<file path="src/rtl/seg_pkg.sv">
// Shared definitions for the 7-segment display path: active-low digit
// patterns, scan-decoder FSM encoding and decimal digit weights.
package seg_pkg;

  localparam logic [6:0] SEG_0 = 7'b0000001;
  localparam logic [6:0] SEG_1 = 7'b1001111;
  localparam logic [6:0] SEG_2 = 7'b0010010;
  localparam logic [6:0] SEG_3 = 7'b0000110;
  localparam logic [6:0] SEG_4 = 7'b1001100;
  localparam logic [6:0] SEG_5 = 7'b0100100;
  localparam logic [6:0] SEG_6 = 7'b0100000;
  localparam logic [6:0] SEG_7 = 7'b0001111;
  localparam logic [6:0] SEG_8 = 7'b0000000;
  localparam logic [6:0] SEG_9 = 7'b0000100;

  typedef enum logic [1:0] {
    IDLE = 2'd0,
    GOT1 = 2'd1,
    GOT2 = 2'd2,
    GOT3 = 2'd3
  } state_e;

  localparam logic [13:0] W_THOUSANDS = 14'd1000;
  localparam logic [13:0] W_HUNDREDS  = 14'd100;
  localparam logic [13:0] W_TENS      = 14'd10;

  function automatic logic [13:0] bcd_to_value(input logic [3:0] d1,
                                               input logic [3:0] d2,
                                               input logic [3:0] d3,
                                               input logic [3:0] d4);
    return 14'(d1) * W_THOUSANDS + 14'(d2) * W_HUNDREDS
         + 14'(d3) * W_TENS + 14'(d4);
  endfunction

endpackage

</file>
<file path="src/rtl/seg7_to_bcd.sv">
// Active-low 7-segment pattern to BCD digit; anything outside the ten
// digit glyphs is flagged illegal.
module seg7_to_bcd
  import seg_pkg::*;
(
  input  logic [6:0] seg_i,
  output logic [3:0] bcd_o,
  output logic       legal_o
);

  always_comb begin
    bcd_o   = '0;
    legal_o = 1'b1;
    case (seg_i)
      SEG_0:   bcd_o = 4'd0;
      SEG_1:   bcd_o = 4'd1;
      SEG_2:   bcd_o = 4'd2;
      SEG_3:   bcd_o = 4'd3;
      SEG_4:   bcd_o = 4'd4;
      SEG_5:   bcd_o = 4'd5;
      SEG_6:   bcd_o = 4'd6;
      SEG_7:   bcd_o = 4'd7;
      SEG_8:   bcd_o = 4'd8;
      SEG_9:   bcd_o = 4'd9;
      default: legal_o = 1'b0;
    endcase
  end

endmodule

</file>
<file path="src/rtl/seg_scan_decoder.sv">
// Samples a multiplexed 4-digit active-low 7-segment bus and rebuilds the
// displayed digits/value, with blanking detection and protocol error pulses.
module seg_scan_decoder
  import seg_pkg::*;
#(
  parameter int unsigned BLANK_CYCLES = 4
) (
  input  logic        clk,
  input  logic        rst,
  input  logic [6:0]  led_seg,
  input  logic        a1,
  input  logic        a2,
  input  logic        a3,
  input  logic        a4,
  output logic [3:0]  dig1,
  output logic [3:0]  dig2,
  output logic [3:0]  dig3,
  output logic [3:0]  dig4,
  output logic [13:0] value,
  output logic        frame_valid,
  output logic        blank,
  output logic        seg_err,
  output logic        anode_err
);

  localparam logic [7:0] BLANK_MAX = 8'(BLANK_CYCLES);

  logic [6:0]  seg_q;
  logic [3:0]  an_q;
  logic        smp_vld_q;
  state_e      state_q, state_d;
  logic [3:0]  d1_q, d1_d, d2_q, d2_d, d3_q, d3_d;
  logic [3:0]  dig1_q, dig1_d, dig2_q, dig2_d, dig3_q, dig3_d, dig4_q, dig4_d;
  logic [13:0] value_q, value_d;
  logic        fv_q, fv_d, se_q, se_d, ae_q, ae_d, blank_q, blank_d;
  logic [7:0]  cnt_q, cnt_d;

  logic        slot_act, slot_blank, an_err;
  logic [1:0]  slot_idx;
  logic [3:0]  dig_dec;
  logic        dig_legal;

  seg7_to_bcd u_dec (
    .seg_i   (seg_q),
    .bcd_o   (dig_dec),
    .legal_o (dig_legal)
  );

  // The input registers reset to 0 (all anodes "on"); smp_vld_q keeps that
  // reset image from being classified as an anode error on the first edge.
  always_comb begin
    slot_act   = 1'b0;
    slot_blank = 1'b0;
    an_err     = 1'b0;
    slot_idx   = 2'd0;
    if (smp_vld_q) begin
      case (an_q)
        4'b0111: begin slot_act = 1'b1; slot_idx = 2'd0; end
        4'b1011: begin slot_act = 1'b1; slot_idx = 2'd1; end
        4'b1101: begin slot_act = 1'b1; slot_idx = 2'd2; end
        4'b1110: begin slot_act = 1'b1; slot_idx = 2'd3; end
        4'b1111: slot_blank = 1'b1;
        default: an_err = 1'b1;
      endcase
    end
  end

  always_comb begin
    state_d = state_q;
    d1_d    = d1_q;
    d2_d    = d2_q;
    d3_d    = d3_q;
    dig1_d  = dig1_q;
    dig2_d  = dig2_q;
    dig3_d  = dig3_q;
    dig4_d  = dig4_q;
    value_d = value_q;
    fv_d    = 1'b0;
    se_d    = 1'b0;
    ae_d    = 1'b0;
    cnt_d   = cnt_q;
    blank_d = blank_q;

    if (an_err) begin
      ae_d    = 1'b1;
      state_d = IDLE;
    end else if (slot_act && !dig_legal) begin
      se_d    = 1'b1;
      state_d = IDLE;
    end else if (slot_act) begin
      case (slot_idx)
        2'd0: begin
          state_d = GOT1;
          d1_d    = dig_dec;
        end
        2'd1: begin
          if (state_q inside {GOT1, GOT2}) begin
            state_d = GOT2;
            d2_d    = dig_dec;
          end else begin
            state_d = IDLE;
          end
        end
        2'd2: begin
          if (state_q inside {GOT2, GOT3}) begin
            state_d = GOT3;
            d3_d    = dig_dec;
          end else begin
            state_d = IDLE;
          end
        end
        default: begin
          state_d = IDLE;
          if (state_q == GOT3) begin
            fv_d    = 1'b1;
            dig1_d  = d1_q;
            dig2_d  = d2_q;
            dig3_d  = d3_q;
            dig4_d  = dig_dec;
            value_d = bcd_to_value(d1_q, d2_q, d3_q, dig_dec);
          end
        end
      endcase
    end else if (slot_blank) begin
      state_d = IDLE;
    end

    if (slot_blank) begin
      if (cnt_q != BLANK_MAX) cnt_d = cnt_q + 8'd1;
      if (cnt_q == BLANK_MAX - 8'd1) blank_d = 1'b1;
    end else if (smp_vld_q) begin
      cnt_d = '0;
    end
    if (fv_d) blank_d = 1'b0;
  end

  always_ff @(posedge clk or posedge rst) begin
    if (rst) begin
      seg_q     <= '0;
      an_q      <= '0;
      smp_vld_q <= 1'b0;
      state_q   <= IDLE;
      d1_q      <= '0;
      d2_q      <= '0;
      d3_q      <= '0;
      dig1_q    <= '0;
      dig2_q    <= '0;
      dig3_q    <= '0;
      dig4_q    <= '0;
      value_q   <= '0;
      fv_q      <= 1'b0;
      se_q      <= 1'b0;
      ae_q      <= 1'b0;
      blank_q   <= 1'b0;
      cnt_q     <= '0;
    end else begin
      seg_q     <= led_seg;
      an_q      <= {a1, a2, a3, a4};
      smp_vld_q <= 1'b1;
      state_q   <= state_d;
      d1_q      <= d1_d;
      d2_q      <= d2_d;
      d3_q      <= d3_d;
      dig1_q    <= dig1_d;
      dig2_q    <= dig2_d;
      dig3_q    <= dig3_d;
      dig4_q    <= dig4_d;
      value_q   <= value_d;
      fv_q      <= fv_d;
      se_q      <= se_d;
      ae_q      <= ae_d;
      blank_q   <= blank_d;
      cnt_q     <= cnt_d;
    end
  end

  assign dig1        = dig1_q;
  assign dig2        = dig2_q;
  assign dig3        = dig3_q;
  assign dig4        = dig4_q;
  assign value       = value_q;
  assign frame_valid = fv_q;
  assign blank       = blank_q;
  assign seg_err     = se_q;
  assign anode_err   = ae_q;

endmodule
</file>
<file path="config.mk">
export PLATFORM = sky130hd
export DESIGN_NAME = seg_scan_decoder
export DESIGN_NICKNAME = d
export VERILOG_FILES = /design/src/rtl/seg_pkg.sv /design/src/rtl/seg7_to_bcd.sv /design/src/rtl/seg_scan_decoder.sv
export SDC_FILE = /design/constraint.sdc
export NUM_CORES = 1
export LEC_CHECK = 0
export ABC_AREA = 1
export CAP_MARGIN = 20
export CORE_ASPECT_RATIO = 0.7
export CORE_MARGIN = 2
export CORE_UTILIZATION = 35
export DETAILED_ROUTE_END_ITERATION = 8
export GPL_ROUTABILITY_DRIVEN = 0
export PLACE_DENSITY_LB_ADDON = 0.12
export SYNTH_ARGS = -nofsm -noshare
export SYNTH_HDL_FRONTEND = slang
export SYNTH_SLANG_ARGS = --single-unit
</file>
<file path="constraint.sdc">
create_clock -name clk -period 5.95 [get_ports clk]
set_input_delay 1.19 -clock clk [delete_from_list [all_inputs] [get_ports clk]]
set_output_delay 1.19 -clock clk [all_outputs]
set_load 0.05 [all_outputs]
</file>
==> run_results.csv <==
group,metric,value,unit
run_status,status,"completed",
clock_network,cts_hold_buf,0,
layout,n_fill_cell,1303,
logic_synthesis,postSynthCellCount,548,
clock_network,cts-root-buf,"clkbuf_16",
layout,largest_register_ffs,13,
detailed_routing,via_count,3540,
floorplanning,core,0.01309,sq mm
logic_synthesis,synth_top_flop_cell,"dfrtp_1",
clock_network,cts_tree,"yes",
worst_setup_path,arrival,4580,ps
pwr,peakVddDrop,0.0001575,V
timing,grt_setup_unrepaired,"false",
logic_synthesis,synthArstFlopShare,100.0,%
pwr,cellPowerDensity,201.3,mW/mm^2
floorplanning,die_h,100.5,um
detailed_routing,wirelength,9668,um
timing,timing.final.crit_period,4364,ps
floorplanning,fp.dieW,141.9,um
layout,mostFrequentLayoutCell,"nand2_1",
clock_network,cts_sinks,67,
logic_synthesis,ys_warn_count,0,
timing,tightest_slew,635.1,ps
grt,antenna_found_initial,0,
worst_hold_path,hold_class,"reg2reg",
grt,grt_max_degree,46,
clock_network,cts_setup_buffers,0,
layout,utilization,42.42,%
timing,worst_slack,1586,ps
logic_synthesis,yosysUniqueCellTypes,37,
logic_synthesis,syn_avg_cell_area,8.503,sq um
detailed_routing,ant_nets,0,
clock_network,cts.path.max_buffers,2,
logic_synthesis,syn_area,0.004659,sq mm
layout,area_growth,19.20,%
worst_setup_path,end_kind,"flip-flop",
timing,hold_viol,0,
timing,fin_tns_setup,0,ps
placement,dp_hpwl,7587,um
grt,grt_pass1_wl,16640,um
layout,ff_latch_area,0.001677,sq mm
clock_network,post_cts_resized,0,
grt,first_global_vias,3326,
clock_network,cts_buffers,9,
timing,fin_crit_sh,73.35,%
timing,finalSetupViolations,0,
worst_setup_path,cp.required,6170,ps
layout,final_cell_mix,"154 x nand2_1, 78 x inv_1, 67 x dfrtp_1",
floorplanning,die-area,0.01427,sq mm
grt,overflow,0,
worst_setup_path,worstSetupStartpointType,"flip-flop",
detailed_routing,wl_per_cell,12.59,um
detailed_routing,drc,0,
placement,post-place-ws,1606,ps
layout,drive_gt1_share,6.146,%
logic_synthesis,synth_nets,632,
timing,slew_headroom,57.62,%
detailed_routing,viasPerCell,4.609,
layout,multi_input_area,0.002587,sq mm
worst_setup_path,worst-setup-path-type,"reg2reg",
clock_network,path_clk_slew,50,ps
placement,port_buffers,46,
logic_synthesis,synth_edf_count,0,
clock_network,htree_levels,3,
worst_setup_path,critical_path.max_fanout,7,
timing,finClkSkew,6.645,ps
logic_synthesis,synth-seq-cells,67,
timing,timing.fmax,0.2291,GHz
floorplanning,ios,47,
clock_network,clkLatencyLatePin,330,ps
layout,nNetsFinal,682,
detailed_routing,dr.pass1.iters,4,
detailed_routing,drt_iter0_drc,204,
pwr,leakage,0.002943,uW
floorplanning,start_util,35.59,%
timing,slew_violations,0,
logic_synthesis,seq_area_frac_synth,35.98,%
grt,grt_usage,14.92,%
layout,diodes,0,
floorplanning,fp-row-count,35,
job,maxCapViolCount,0,
-- final timing paths --
check	from	end	slack, ps	cells after the start
worst min register to register	dig3[1]	dig3[1]	480	2
worst max-delay path	d1_q[2]	value[13]	1590	21
max in group asynchronous	rst	d1_q[1]	3750	3
worst max register to register	d1_q[2]	value[13]	1590	21
worst min-delay path	dig3[1]	dig3[1]	480	2
min in group asynchronous	rst	dig3[0]	1250	2
-- Yosys cell counts, drive strengths merged, types with 2 or more instances --
library cell,instances,area (sq um)
a21oi,11,58.81
a31oi,3,18.77
buf,7,71.31
dfrtp,67,1677
fa,17,340.3
ha,54,675.7
inv,85,319.0
nand2,156,595.6
nand3,29,200.2
nand4,8,50.05
nor2,33,143.9
nor3,9,50.05
o21ai,35,178.9
o21bai,2,15.01
o22ai,2,12.51
xnor2,7,61.31
xor2,15,131.4
-- layer usage --
metal	GRT usage [%]	routed length [um]	vias up
li1	-	-	1851
met1	23.75	5519	1625
met2	19.87	3650	56
met3	4.086	426	8
met4	3.000	72	0
met5	0	0	-
-- critical path: stages, from the launching register on --
cell and delay [ps]:
dfrtp_1 480, fa_1 660, inv_1 90, fa_1 500
inv_1 40, ha_1 330, a21oi_1 150, nand2_1 110
xor2_1 160, ha_1 300, ha_1 300, ha_1 380
nand2_1 100, nor2_1 150, nand2_1 70, nor2_1 80
nand3b_1 130, inv_1 40, nand2_1 60, nand2_1 40
nand2_1 50, nand2_1 40
-- cells by family (layout without fill, tap and decap cells) --
logic type                 count (synthesis)  count (layout)  share of synthesized area [%]
AOI/OAI and AO/OA                         58              58                          7.036
DFF                                       67              67                          35.98
and+or+nand+nor                          236             236                          22.48
other                                      1               1                        0.08048
adders and majority gates                 71              71                          21.80
buffers and inverters                     93             147                          8.485
xor gates and xnor gates                  22              22                          4.135
-- where the power goes --
part	switching [uW]	total [uW]	internal, uW
combinational	73.7	117	43.2
sequential	9.18	473	464
clock	184	528	344
total	267	1120	851
-- through the flow --
stage,std cells,hold WS [ps],power [uW],area [sq um]
floorplan,548,494.3,565.3,4659
global placement,753,459.8,598.0,5259
detailed placement,753,469.7,598.6,5259
CTS,768,484.2,1135,5554
global route,768,509.9,1179,5554
finish,768,477.3,1118,5554
-- layout make-up --
type,count,area share [%]
clock buffers,13,4.686
clock inverters,2,0.6308
inverters,85,5.745
multi-input cells,388,46.59
flip-flops and latches,67,30.19
well taps,166,3.740
repair buffers,47,8.425
Note: power is estimated with default switching activity, not from simulation.
